**config.mk**
```make
export PLATFORM = sky130hd
export DESIGN_NAME = write_drain
export DESIGN_NICKNAME = d
export VERILOG_FILES = /design/src/rtl/write_drain.sv
export SDC_FILE = /design/constraint.sdc
export NUM_CORES = 1
export LEC_CHECK = 0
export ABC_AREA = 1
export BUFFER_PORTS_ARGS = -buffer_cell sky130_fd_sc_hd__buf_2
export CORE_AREA = 10 10 108 110
export CTS_BUF_LIST = sky130_fd_sc_hd__clkbuf_16
export DETAILED_ROUTE_END_ITERATION = 7
export DIE_AREA = 0 0 118 120
export PLACE_DENSITY = 0.85
export SYNTH_ARGS = -nofsm -noshare
export SYNTH_HDL_FRONTEND = slang
export SYNTH_SLANG_ARGS = --single-unit
```
**constraint.sdc**
```tcl
create_clock -name clk -period 1.6 [get_ports clk]
set_input_delay 0.32 -clock clk [delete_from_list [all_inputs] [get_ports clk]]
set_output_delay 0.32 -clock clk [all_outputs]
set_load 0.005 [all_outputs]
```
**src/rtl/write_drain.sv**
```systemverilog
// Write drain: pops entries from a write-buffer head and replays them as
// AXI write bursts (AW, then len+1 W beats, then the B response).
// The first entry presented in IDLE defines the burst address/control;
// only data and strobes of the entries that follow are used.
module write_drain #(
    parameter int ADDR_WIDTH = 32,
    parameter int DATA_WIDTH = 64,
    parameter int ID_WIDTH   = 4
) (
    input  logic                      clk,
    input  logic                      rst_n,

    // Head of the write buffer
    input  logic [ADDR_WIDTH-1:0]     in_addr,
    input  logic [ID_WIDTH-1:0]       in_id,
    input  logic [1:0]                in_burst,
    input  logic [2:0]                in_size,
    input  logic [7:0]                in_len,
    input  logic [DATA_WIDTH-1:0]     in_data,
    input  logic [DATA_WIDTH/8-1:0]   in_strb,
    input  logic                      in_valid,
    output logic                      in_ready,

    // AXI write address channel
    output logic [ADDR_WIDTH-1:0]     awaddr,
    output logic [ID_WIDTH-1:0]       awid,
    output logic [1:0]                awburst,
    output logic [2:0]                awsize,
    output logic [7:0]                awlen,
    output logic                      awvalid,
    input  logic                      awready,

    // AXI write data channel
    output logic [DATA_WIDTH-1:0]     wdata,
    output logic [DATA_WIDTH/8-1:0]   wstrb,
    output logic                      wlast,
    output logic                      wvalid,
    input  logic                      wready,

    // AXI write response channel
    input  logic [ID_WIDTH-1:0]       bid,
    input  logic [1:0]                bresp,
    input  logic                      bvalid,
    output logic                      bready,

    // Status
    output logic                      busy,
    output logic                      done,
    output logic                      err,
    output logic [1:0]                last_bresp
);

    localparam int STRB_WIDTH = DATA_WIDTH / 8;

    typedef enum logic [1:0] {
        IDLE = 2'd0,
        ADDR = 2'd1,
        DATA = 2'd2,
        RESP = 2'd3
    } state_t;

    // A response is bad when it is SLVERR/DECERR or carries a foreign ID.
    function automatic logic resp_is_error(
        input logic [1:0]          resp,
        input logic [ID_WIDTH-1:0] resp_id,
        input logic [ID_WIDTH-1:0] burst_id
    );
        return resp[1] | (resp_id != burst_id);
    endfunction

    state_t                  state_r;
    logic [ADDR_WIDTH-1:0]   aw_addr_r;
    logic [ID_WIDTH-1:0]     aw_id_r;
    logic [1:0]              aw_burst_r;
    logic [2:0]              aw_size_r;
    logic [7:0]              aw_len_r;
    logic [7:0]              beat_cnt_r;
    logic [1:0]              last_bresp_r;
    logic                    done_r;
    logic                    err_r;

    logic                    in_addr_phase_s;
    logic                    in_data_phase_s;
    logic                    in_resp_phase_s;
    logic                    last_beat_s;
    logic                    w_fire_s;
    logic [DATA_WIDTH-1:0]   wdata_s;
    logic [STRB_WIDTH-1:0]   wstrb_s;

    // Decode the state register into per-phase qualifiers and the W datapath.
    always_comb begin
        in_addr_phase_s = 1'b0;
        in_data_phase_s = 1'b0;
        in_resp_phase_s = 1'b0;
        case (state_r)
            IDLE:    in_addr_phase_s = 1'b0;
            ADDR:    in_addr_phase_s = 1'b1;
            DATA:    in_data_phase_s = 1'b1;
            RESP:    in_resp_phase_s = 1'b1;
            default: in_addr_phase_s = 1'b0;
        endcase

        // beat_cnt only reaches len on the final beat, so 256-beat bursts never wrap early
        last_beat_s = in_data_phase_s && (beat_cnt_r == aw_len_r);
        w_fire_s    = in_data_phase_s && in_valid && wready;

        // Keep the W bus quiet outside DATA so idle/reset outputs are all zero
        if (in_data_phase_s) begin
            wdata_s = in_data;
            wstrb_s = in_strb;
        end else begin
            wdata_s = {DATA_WIDTH{1'b0}};
            wstrb_s = {STRB_WIDTH{1'b0}};
        end
    end

    // Burst sequencer: latch head entry, AW handshake, count W beats, take B.
    always_ff @(posedge clk or negedge rst_n) begin
        if (!rst_n) begin
            state_r      <= IDLE;
            aw_addr_r    <= {ADDR_WIDTH{1'b0}};
            aw_id_r      <= {ID_WIDTH{1'b0}};
            aw_burst_r   <= 2'b00;
            aw_size_r    <= 3'b000;
            aw_len_r     <= 8'd0;
            beat_cnt_r   <= 8'd0;
            last_bresp_r <= 2'b00;
            done_r       <= 1'b0;
            err_r        <= 1'b0;
        end else begin
            // done/err are single-cycle pulses
            done_r <= 1'b0;
            err_r  <= 1'b0;
            case (state_r)
                IDLE: begin
                    // Latch only; the head entry is popped later as the first W beat
                    if (in_valid) begin
                        aw_addr_r  <= in_addr;
                        aw_id_r    <= in_id;
                        aw_burst_r <= in_burst;
                        aw_size_r  <= in_size;
                        aw_len_r   <= in_len;
                        state_r    <= ADDR;
                    end
                end
                ADDR: begin
                    if (awready) begin
                        beat_cnt_r <= 8'd0;
                        state_r    <= DATA;
                    end
                end
                DATA: begin
                    if (w_fire_s) begin
                        beat_cnt_r <= beat_cnt_r + 8'd1;
                        if (last_beat_s) begin
                            state_r <= RESP;
                        end
                    end
                end
                RESP: begin
                    // Returning to IDLE here means no new latch until next cycle
                    if (bvalid) begin
                        last_bresp_r <= bresp;
                        done_r       <= 1'b1;
                        err_r        <= resp_is_error(bresp, bid, aw_id_r);
                        state_r      <= IDLE;
                    end
                end
                default: begin
                    state_r <= IDLE;
                end
            endcase
        end
    end

    assign awaddr     = aw_addr_r;
    assign awid       = aw_id_r;
    assign awburst    = aw_burst_r;
    assign awsize     = aw_size_r;
    assign awlen      = aw_len_r;
    assign awvalid    = in_addr_phase_s;

    assign wdata      = wdata_s;
    assign wstrb      = wstrb_s;
    assign wlast      = last_beat_s;
    assign wvalid     = in_data_phase_s && in_valid;
    assign in_ready   = in_data_phase_s && wready;

    assign bready     = in_resp_phase_s;

    assign busy       = (state_r != IDLE);
    assign done       = done_r;
    assign err        = err_r;
    assign last_bresp = last_bresp_r;

endmodule

```
Word level (Yosys, flattened, before mapping). Index checks and enable logic that the tools add are counted.

Bits in registers: 63. Logic and storage cells: 51. Input port bits: 133.

Muxes and demuxes: 18. Bitwise operators: 1. Reduce and logical (&&, ||, !) cells: 11. Equal/unequal tests: 10. Add/subtract/negate cells: 1.

Operator list (number): 64-bit 2-to-1 mux (1); 8-bit 2-to-1 mux (3); 8-bit case mux with 2 select lines (1); 2-bit 2-to-1 mux (5); 2-bit inequality test, second input constant (5); 8-bit by 1-bit adder with 8-bit output, second input constant (1); 8-bit == test (1); 2-bit case mux with 4 select lines (1); 1-bit 2-to-1 mux (7); 5-bit AND reduction (1); 2-bit == test, second input constant (2); 1-bit logical AND (4); 4-bit inequality test (1); 2-bit AND reduction (2); 2-bit nonzero test (2); 3-bit AND reduction (1); 2-bit by 1-bit == test with 1-bit output, second input constant (1); 2-bit zero test (1); 1-bit OR (1).

Logic depth before layout (Yosys ltp). Gate-level depths: netlist of the first run.

Depth in word-level cells: 6. Gate-level depth with buffers: 10. Depth with buffers taken out: 10.

Worst setup path before layout of the first run. Ideal clock, no wire load.

Kind: register to output. Start point: register state_r[0]. End point: output port wdata[37]. Slack: 0.078 ns. Buffers on the path: 3. Cell stages (with the launch flop): 8. Arrival time: 1.202 ns. Cell sequence: dfrtp_1 -> inv_1 -> ha_1 -> buf_6 -> buf_2 -> buf_2 -> nand2_1 -> inv_1.

Word-level cells in the longest chain between the ends: 3.

RTL lines: from (decl) (RTL line 71) `state_t state_r;`; from (signal assigned) (RTL line 120) `state_r <= IDLE;`; from (signal assigned) (RTL line 143) `state_r <= ADDR;`; from (signal assigned) (RTL line 149) `state_r <= DATA;`; 2-bit == test (RTL line 95) `case (state_r)`; 1-bit 2-to-1 mux (RTL line 95); 64-bit 2-to-1 mux (RTL line 108) `if (in_data_phase_s) begin`; to (decl) (RTL line 34) `output logic [DATA_WIDTH-1:0] wdata,`.

No other way between the ends.

Final worst setup path of the first run.
Start point: register state_r[0]. End point: output port wdata[22].

Same word-level chain as after synthesis.

==> results.txt, run 1 <==
----------------------------------------------------
[Clock tree]
  Count of H-tree levels built during CTS ... 3
  CTS clock-pin slew for the worst setup and hold paths ... 60 ps
  Clock latency at the later pin of the worst-skew pair ... 320 ps
  Count of clock tree sinks ... 63
  Buffer levels on the longest clock path ... 2
  Clock Root Buffer ... sky130_fd_sc_hd__clkbuf_16
  TritonCTS clock tree ... built
  Number of CTS-inserted buffers ... 9

[Power]
  IR Drop Worst-Case VDD ... 940 uV
  Switching fraction of total power ... 36.8%
  Total power divided by cell area ... 1750 nW/um^2
  Design internal power ... 6.39 mW
  Comb power frac ... 54.0%
  Part of the total power dissipated in the clock network ... 18.9%
  Leakage ... 3.62 nW
  Register share of total power ... 27.1%
  Switching power summed over all nets ... 3.72 mW
  Total power ... 10.1 mW

[STA]
  Fin Clk Skew ... 8.49 ps
  Post-route minimum period ... 1830 ps
  Worst Slack Setup Final ... -231 ps
  Unrepaired setup endpoints after global routing ... true
  Setup TNS ... -12130 ps
  Number of hold-slack violations in the final timing report ... 0
  Final-report setup violation count ... 81
  Pins over their slew limit ... 0
  Max Clock Freq ... 546 MHz
  Post-route fraction of the period consumed by the critical path ... 114%
  Slew @ Worst Pin ... 407 ps
  Relative max-transition margin ... 72.9%

[Critical path]
  Worst setup EP type ... output port
  Required time reported for the critical path endpoint ... 1280 ps
  Critical path, cell by cell ... inv_2 -> ha_4 -> buf_6 -> buf_16 -> nand2_2 -> inv_1 -> buf_2
  Endpoint of the most critical register-to-register path ... beat_cnt_r[5]$_DFFE_PN0P_
  Register-to-register setup slack ... -80 ps
  Arrival time reported for the critical path endpoint ... 1510 ps
  Logic depth of the worst register-to-register path ... 9
  Reg-to-reg startpoint ... state_r[0]$_DFFE_PN0P_
  Category of the critical setup timing path ... flop to output port
  Delay of the slowest critical-path stage ... 400 ps
  Type of origin of the critical path ... flop
  Highest-delay cell along the critical path ... sky130_fd_sc_hd__dfrtp_1
  Largest driver fanout on the critical path ... 7

[Yosys]
  Post-synth net total ... 533
  Gate count of the mapped netlist ... 395
  Syn. warnings ... 0
  Fraction of the yosys area taken by sequential cells ... 47.0%
  Synth unique cells ... 26
  Post-Syn Area per Cell ... 8.50 sq um
  Register bit total from synthesis ... 63
  Syn Std Cell Area ... 3360 sq um
  Ys async rst share ... 100%
  Top_reg_cell synth ... sky130_fd_sc_hd__dfrtp_1
  Post-synth EDFFs ... 0

[Route]
  Drt wl/cell ... 16.2 um
  Remaining antenna violation count ... 0
  Remaining routing DRC violations ... 0
  First DRT Iteration DRCs ... 228
  Routed via count ... 3577
  Wirelength, routed ... 13400 um
  Detailed Routing Iterations Pass 1 ... 4
  Vias per inst ... 4.33

[Layout]
  Fin nets ... 826
  Filler cell count ... 818
  Antenna diode instance count ... 0
  Leading cell type in the layout, fill and taps excluded ... sky130_fd_sc_hd__buf_2
  Share of cells above drive strength 1 ... 61.0%
  Layout overhead on the synthesized area ... 72.1%
  Most used cells in the layout excluding fill and tap cells ... 251 x sky130_fd_sc_hd__buf_2, 90 x sky130_fd_sc_hd__nand2_1, 73 x sky130_fd_sc_hd__inv_1
  Finished Layout Cells ... 826

[Global route]
  Wire length of the first global-routing pass ... 19800 um
  Number of antenna violations at the first check in global routing ... 0
  Gr usage total ... 17.2%
  Number of global-route vias before repair ... 3777
  Largest net degree at the start of global routing ... 48
  Global-route congestion overflow total ... 0

[Outcome]
  Failing checks ... setup timing
  Result of the run ... complete, but fails checks

[Min path]
  Hold Path Origin ... bresp[0]
  Capture endpoint of the worst hold path ... last_bresp[0]$_DFFE_PN0P_
  Hold Path Cell Cnt ... 3
  Hold WC Path Type ... input port to flop

[Placement]
  Gpl congestion ... 0.906
  DPL Wire Length ... 10100 um
  Port-buffer cells ... 263
  Post-Place Setup Slack ... -26.5 ps
  Placed Cells ... 790

[Floorplan]
  Area of the die ... 14200 sq um
  Starting utilization of the core area ... 35.1%
  Standard-cell rows ... 36
  Std-Cell Core Area ... 9550 sq um
  Die span in y ... 120 um
  Boundary pin count ... 264
  Die X-Extent ... 118 um

[Flow run]
  Count of max-cap constraint violations ... 0

----------------------------------------------------
==> metal layers <==
layer  share of wire, %  vias up  wire (um)  track usage, %
met5                  0        -          0               0
met2                 53      169       7020            31.5
met3                8.8       10       1180            7.45
li1                   -     1753          -               -
met1                 38     1645       5030            17.8
met4               0.93        0        124            4.10
==> registers in the layout, indices dropped and copies added (netlist names) <==
register and flops:
done 1, awid 4, awsize 3, awburst 2
err 1, last_bresp 2, awlen 8, state_r 2
awaddr 32, beat_cnt_r 8
==> what timing repair did <==
| item | 4_1_cts | 5_1_grt |
|---|---|---|
| cloned | 5 | 3 |
| hold buffers | 1 | 0 |
| endpoints found under the setup margin | 77 | 118 |
| buffers inserted | 13 | 1 |
| gates resized for setup | 40 | 62 |
| hold endpoints to repair | 16 | 0 |
| pin swaps | 19 | 11 |
==> cells by family after synthesis <==
logic type | share of synthesized area [%]
fa+ha+maj | 1.86
buf+inv | 12.7
compound gates | 1.64
mux | 15.1
simple gates | 19.4
xor+xnor | 2.35
flops | 47.0
==> cells in the mapped netlist (4+ instances only) <==
library cell | count | area, sq um
sky130_fd_sc_hd__ha_1 | 5 | 62.6
sky130_fd_sc_hd__xnor2_1 | 6 | 52.6
sky130_fd_sc_hd__buf_2 | 9 | 45.0
sky130_fd_sc_hd__nand2_1 | 121 | 454
sky130_fd_sc_hd__clkbuf_1 | 4 | 15.0
sky130_fd_sc_hd__mux2_2 | 45 | 507
sky130_fd_sc_hd__a21oi_1 | 5 | 25.0
sky130_fd_sc_hd__inv_1 | 92 | 345
sky130_fd_sc_hd__o21ai_0 | 6 | 30.0
sky130_fd_sc_hd__dfrtp_1 | 63 | 1580
sky130_fd_sc_hd__nor2_1 | 14 | 52.6
sky130_fd_sc_hd__nand3_1 | 5 | 25.0
==> through the flow <==
step           utilization (%)  cell area [sq um]  hold WS, ps
4_1_cts                   58.4               5570          183
3_5_place_dp              51.4               4910          269
6_report                  60.5               5780          197
5_1_grt                   60.5               5780          206
2_1_floorplan                -               3360         24.4
3_3_place_gp              51.4               4910          268
==> power by group through the flow <==
| stage | Combinational (mW) | Clock (mW) | Sequential, mW |
|---|---|---|---|
| after floorplan | 2.20 | 0 | 2.79 |
| after global placement | 4.16 | 0 | 2.72 |
| after detailed placement | 4.24 | 0 | 2.77 |
| after CTS | 5.17 | 1.95 | 2.74 |
| after global routing | 5.98 | 2.03 | 2.84 |
| final | 5.47 | 1.91 | 2.74 |
==> worst max path at each step <==
stage | startpoint | endpoint | slack (ps) | depth (start not counted)
CTS | state_r[0]$_DFFE_PN0P_ | wdata[61] | -210 | 7
global route | state_r[0]$_DFFE_PN0P_ | wdata[22] | -300 | 7
finish | state_r[0]$_DFFE_PN0P_ | wdata[22] | -230 | 7
global placement | state_r[0]$_DFFE_PN0P_ | wdata[45] | 30 | 6
detailed placement | state_r[0]$_DFFE_PN0P_ | wdata[40] | -30 | 6
floorplan | state_r[0]$_DFFE_PN0P_ | wdata[37] | 80 | 7
==> final cells by class <==
class                      instances  area [sq um]  share of cell area [%]
clock inverter                     7          72.6                    1.26
clock buffer                       9           225                    3.90
multi-input combinational        224          1540                    26.7
inverter                          94           363                    6.28
tap                              133           166                    2.88
timing repair buffer             296          1830                    31.7
sequential                        63          1580                    27.3
==> critical path: cells and delay by family, from the launching register on <==
family | cells | cell delay (ps)
AND/OR/NAND/NOR | 1 | 50
buffers and inverters | 5 | 530
flip-flops | 1 | 400
adder cells (fa/ha/maj) | 1 | 220
Note: power is estimated with default switching activity, not from simulation.
==> inputs of run 2 (changes only) <==
BUFFER_PORTS_ARGS = -buffer_cell sky130_fd_sc_hd__buf_4   (was -buffer_cell sky130_fd_sc_hd__buf_2)
CORE_AREA = 10 10 100 102   (was 10 10 108 110)
DIE_AREA = 0 0 110 112   (was 0 0 118 120)
PLACE_DENSITY = 0.94   (was 0.85)
clock period = 2.3 ns   (was 1.6 ns; I/O delays follow)
==> run 2 against run 1 <==
Against the previous run: the flow now finishes without violations; sequential share of layout area hardly changed; clock power is 21% lower; global-route usage is 3.8 points higher; critical endpoint is now wdata[51]; largest power group unchanged.
==> results.txt, run 2 (same netlist as run 1, synthesis figures left out) <==
----------------------------------------------------
[Layout]
  Share of cells above drive strength 1 ... 50.9% (-10 points)
  Layout overhead on the synthesized area ... 72.4%
  Flip-flop count of the largest register, all copies and words added ... 32 (unchanged)
  Antenna diode instance count ... 0 (unchanged)
  Sequential cell area ... 1580 sq um (unchanged)
  Area used by multi-input combinational logic ... 1370 sq um (-11%)
  Filler cell count ... 585 (-28%)
  Leading cell type in the layout, fill and taps excluded ... sky130_fd_sc_hd__buf_4
  Most used cells in the layout excluding fill and tap cells ... 263 x sky130_fd_sc_hd__buf_4, 120 x sky130_fd_sc_hd__nand2_1, 94 x sky130_fd_sc_hd__inv_1
  Fin nets ... 795 (-3.8%)

[STA]
  Setup TNS ... 0 ps (+12130 ps)
  Relative max-transition margin ... 47.5% (-25 points)
  Max Clock Freq ... 471 MHz
  Post-route minimum period ... 2120 ps
  Pins over their slew limit ... 0 (unchanged)
  Number of hold-slack violations in the final timing report ... 0 (unchanged)
  Final-report setup violation count ... 0 (-100%)
  Post-route fraction of the period consumed by the critical path ... 92.3%
  Unrepaired setup endpoints after global routing ... false
  Slew @ Worst Pin ... 787 ps (+380 ps)
  Fin Clk Skew ... 8.60 ps (+0.114 ps)
  Worst hold-check slack ... 227 ps (+29.8 ps)

[Route]
  First DRT Iteration DRCs ... 180 (-21%)
  Remaining routing DRC violations ... 0 (unchanged)
  Remaining antenna violation count ... 0 (unchanged)
  Vias per inst ... 4.54 (+4.9%)
  Highest routing layer actually used ... met4
  Drt wl/cell ... 18.1 um (+12%)
  Routed length on met3 ... 1830 um (+55%)
  Detailed-route wire length on metal 1 ... 4770 um (-5.3%)
  Wirelength, routed ... 13900 um (+4.1%)
  Routed via count ... 3485 (-2.6%)
  Detailed Routing Iterations Pass 1 ... 4 (unchanged)
  Total met2 wirelength after detailed routing ... 6970 um (-0.67%)

[Power]
  IR Drop Worst-Case VDD ... 866 uV (-7.9%)
  Leakage ... 3.55 nW (-1.9%)
  Total power divided by cell area ... 1190 nW/um^2 (-32%)

[Floorplan]
  Area of the die ... 12300 sq um (-13%)
  Standard-cell rows ... 33 (-8.3%)
  Die span in y ... 112 um (-6.7%)
  Die X-Extent ... 110 um (-6.8%)
  Starting utilization of the core area ... 41.7% (+6.5 points)
  Std-Cell Core Area ... 8050 sq um (-16%)
  Boundary pin count ... 264 (unchanged)

[Clock tree]
  Post-CTS Resized ... 0 (-100%)
  Clock latency at the later pin of the worst-skew pair ... 310 ps (about the same)
  TritonCTS clock tree ... built
  Buffer levels on the longest clock path ... 2 (unchanged)
  Clock Root Buffer ... sky130_fd_sc_hd__clkbuf_16
  CTS clock-pin slew for the worst setup and hold paths ... 50 ps (about the same)
  Count of H-tree levels built during CTS ... 3 (unchanged)
  Number of CTS-inserted buffers ... 9 (unchanged)
  Setup repair bufs after CTS ... 0 (-13)
  Count of clock tree sinks ... 63 (unchanged)
  Number of hold buffers added after CTS ... 0 (-1)

[Placement]
  Gpl congestion ... 1.01 (+11%)
  Port-buffer cells ... 263 (unchanged)
  DPL Wire Length ... 11700 um (+16%)

[Critical path]
  Worst setup EP type ... output port
  Arrival time reported for the critical path endpoint ... 1660 ps (+150 ps)
  Launch point of the worst path ... state_r[0]$_DFFE_PN0P_
  Category of the critical setup timing path ... flop to output port
  Kind of cell with the highest combined delay on the critical path ... buffers and inverters
  Cell type with the highest occurrence count on the critical path ... sky130_fd_sc_hd__inv_1
  Required time reported for the critical path endpoint ... 1840 ps (+560 ps)
  Critical path, cell by cell ... inv_1 -> ha_4 -> buf_12 -> nand2_1 -> inv_1 -> buf_4
  Reg-to-reg startpoint ... state_r[0]$_DFFE_PN0P_
  Logic depth of the worst register-to-register path ... 8 (-1)
  Highest-delay cell along the critical path ... sky130_fd_sc_hd__dfrtp_1
  Register-to-register setup slack ... 670 ps (+750 ps)
  Type of origin of the critical path ... flop
  Buffering stage count on the worst path with inverters included ... 4 (-1)
  Largest driver fanout on the critical path ... 67 (+60)
  Delay of the slowest critical-path stage ... 410 ps (about the same)
  Endpoint of the most critical register-to-register path ... beat_cnt_r[5]$_DFFE_PN0P_

[Flow run]
  Count of max-cap constraint violations ... 0 (unchanged)

[Global route]
  Gr usage total ... 21.0% (+3.8 points)
  Wire length of the first global-routing pass ... 20200 um (+2.1%)
  Global-route congestion overflow total ... 0 (unchanged)
  Largest net degree at the start of global routing ... 68 (+42%)
  Number of antenna violations at the first check in global routing ... 0 (unchanged)
  Number of global-route vias before repair ... 3674 (-2.7%)

[Outcome]
  Result of the run ... complete, no violations

[Min path]
  Hold WC Path Type ... input port to asynchronous set/reset pin

----------------------------------------------------
==> run 2: cell count changes in the layout (fill, tap and decap cells not counted), moves of 4 or more <==
cell / before / now
sky130_fd_sc_hd__buf_4: 14 / 263
sky130_fd_sc_hd__buf_6: 20 / 0
sky130_fd_sc_hd__nand2_4: 6 / 1
sky130_fd_sc_hd__nand2_2: 25 / 1
sky130_fd_sc_hd__inv_1: 73 / 94
sky130_fd_sc_hd__buf_2: 251 / 0
sky130_fd_sc_hd__inv_2: 19 / 1
sky130_fd_sc_hd__nand2_1: 90 / 120
sky130_fd_sc_hd__buf_16: 4 / 0
==> run 2: metrics by stage <==
stage               std cells  total power, mW  utilization (%)  cell area (sq um)  setup slack (ps)
floorplan                 395             3.47                -               3360               638
global placement          751             5.29             67.5               5440               444
detailed placement        751             5.41             67.5               5440               407
CTS                       767             6.95             71.7               5770              70.3
global route              767             7.34             71.8               5780              19.3
finish                    767             6.88             71.8               5780               177
==> run 2: worst register-to-register path, stage by stage, from the launching register on <==
cell,delay [ps]
sky130_fd_sc_hd__dfrtp_1,410
sky130_fd_sc_hd__inv_1,130
sky130_fd_sc_hd__ha_4,250
sky130_fd_sc_hd__or2_4,160
sky130_fd_sc_hd__nand3_4,120
sky130_fd_sc_hd__nor2_2,130
sky130_fd_sc_hd__nand2_1,80
sky130_fd_sc_hd__xor2_1,170
sky130_fd_sc_hd__nor2_1,70
==> run 2: area by class of cell <==
cell class	instances	area share, %
multi-input cells	224	23.6
flip-flops and latches	63	27.3
inverters	94	6.14
clock buffers	9	3.89
well taps	105	2.27
clock inverters	7	1.97
repair buffers	265	34.8
==> run 2: worst max-delay path by stage <==
stage | slack, ps | endpoint | cells past startpoint
after CTS | 70 | wdata[51] | 6
after detailed placement | 410 | wdata[51] | 6
after floorplan | 640 | wdata[37] | 7
final | 180 | wdata[51] | 6
after global routing | 20 | wstrb[6] | 6
after global placement | 440 | wdata[62] | 6
==> run 2: power by group <==
group | total (mW) | leakage (nW) | internal, mW | switching (mW)
clock | 1.51 | 0.168 | 1.05 | 0.459
combinational | 3.42 | 2.62 | 1.89 | 1.53
sequential | 1.95 | 0.761 | 1.61 | 0.336
==> run 2: layer usage <==
metal	vias to the layer above	global-route usage (%)
met5	-	0
met4	0	6.25
met3	18	11.2
met2	160	37.3
met1	1618	20.1
li1	1689	-
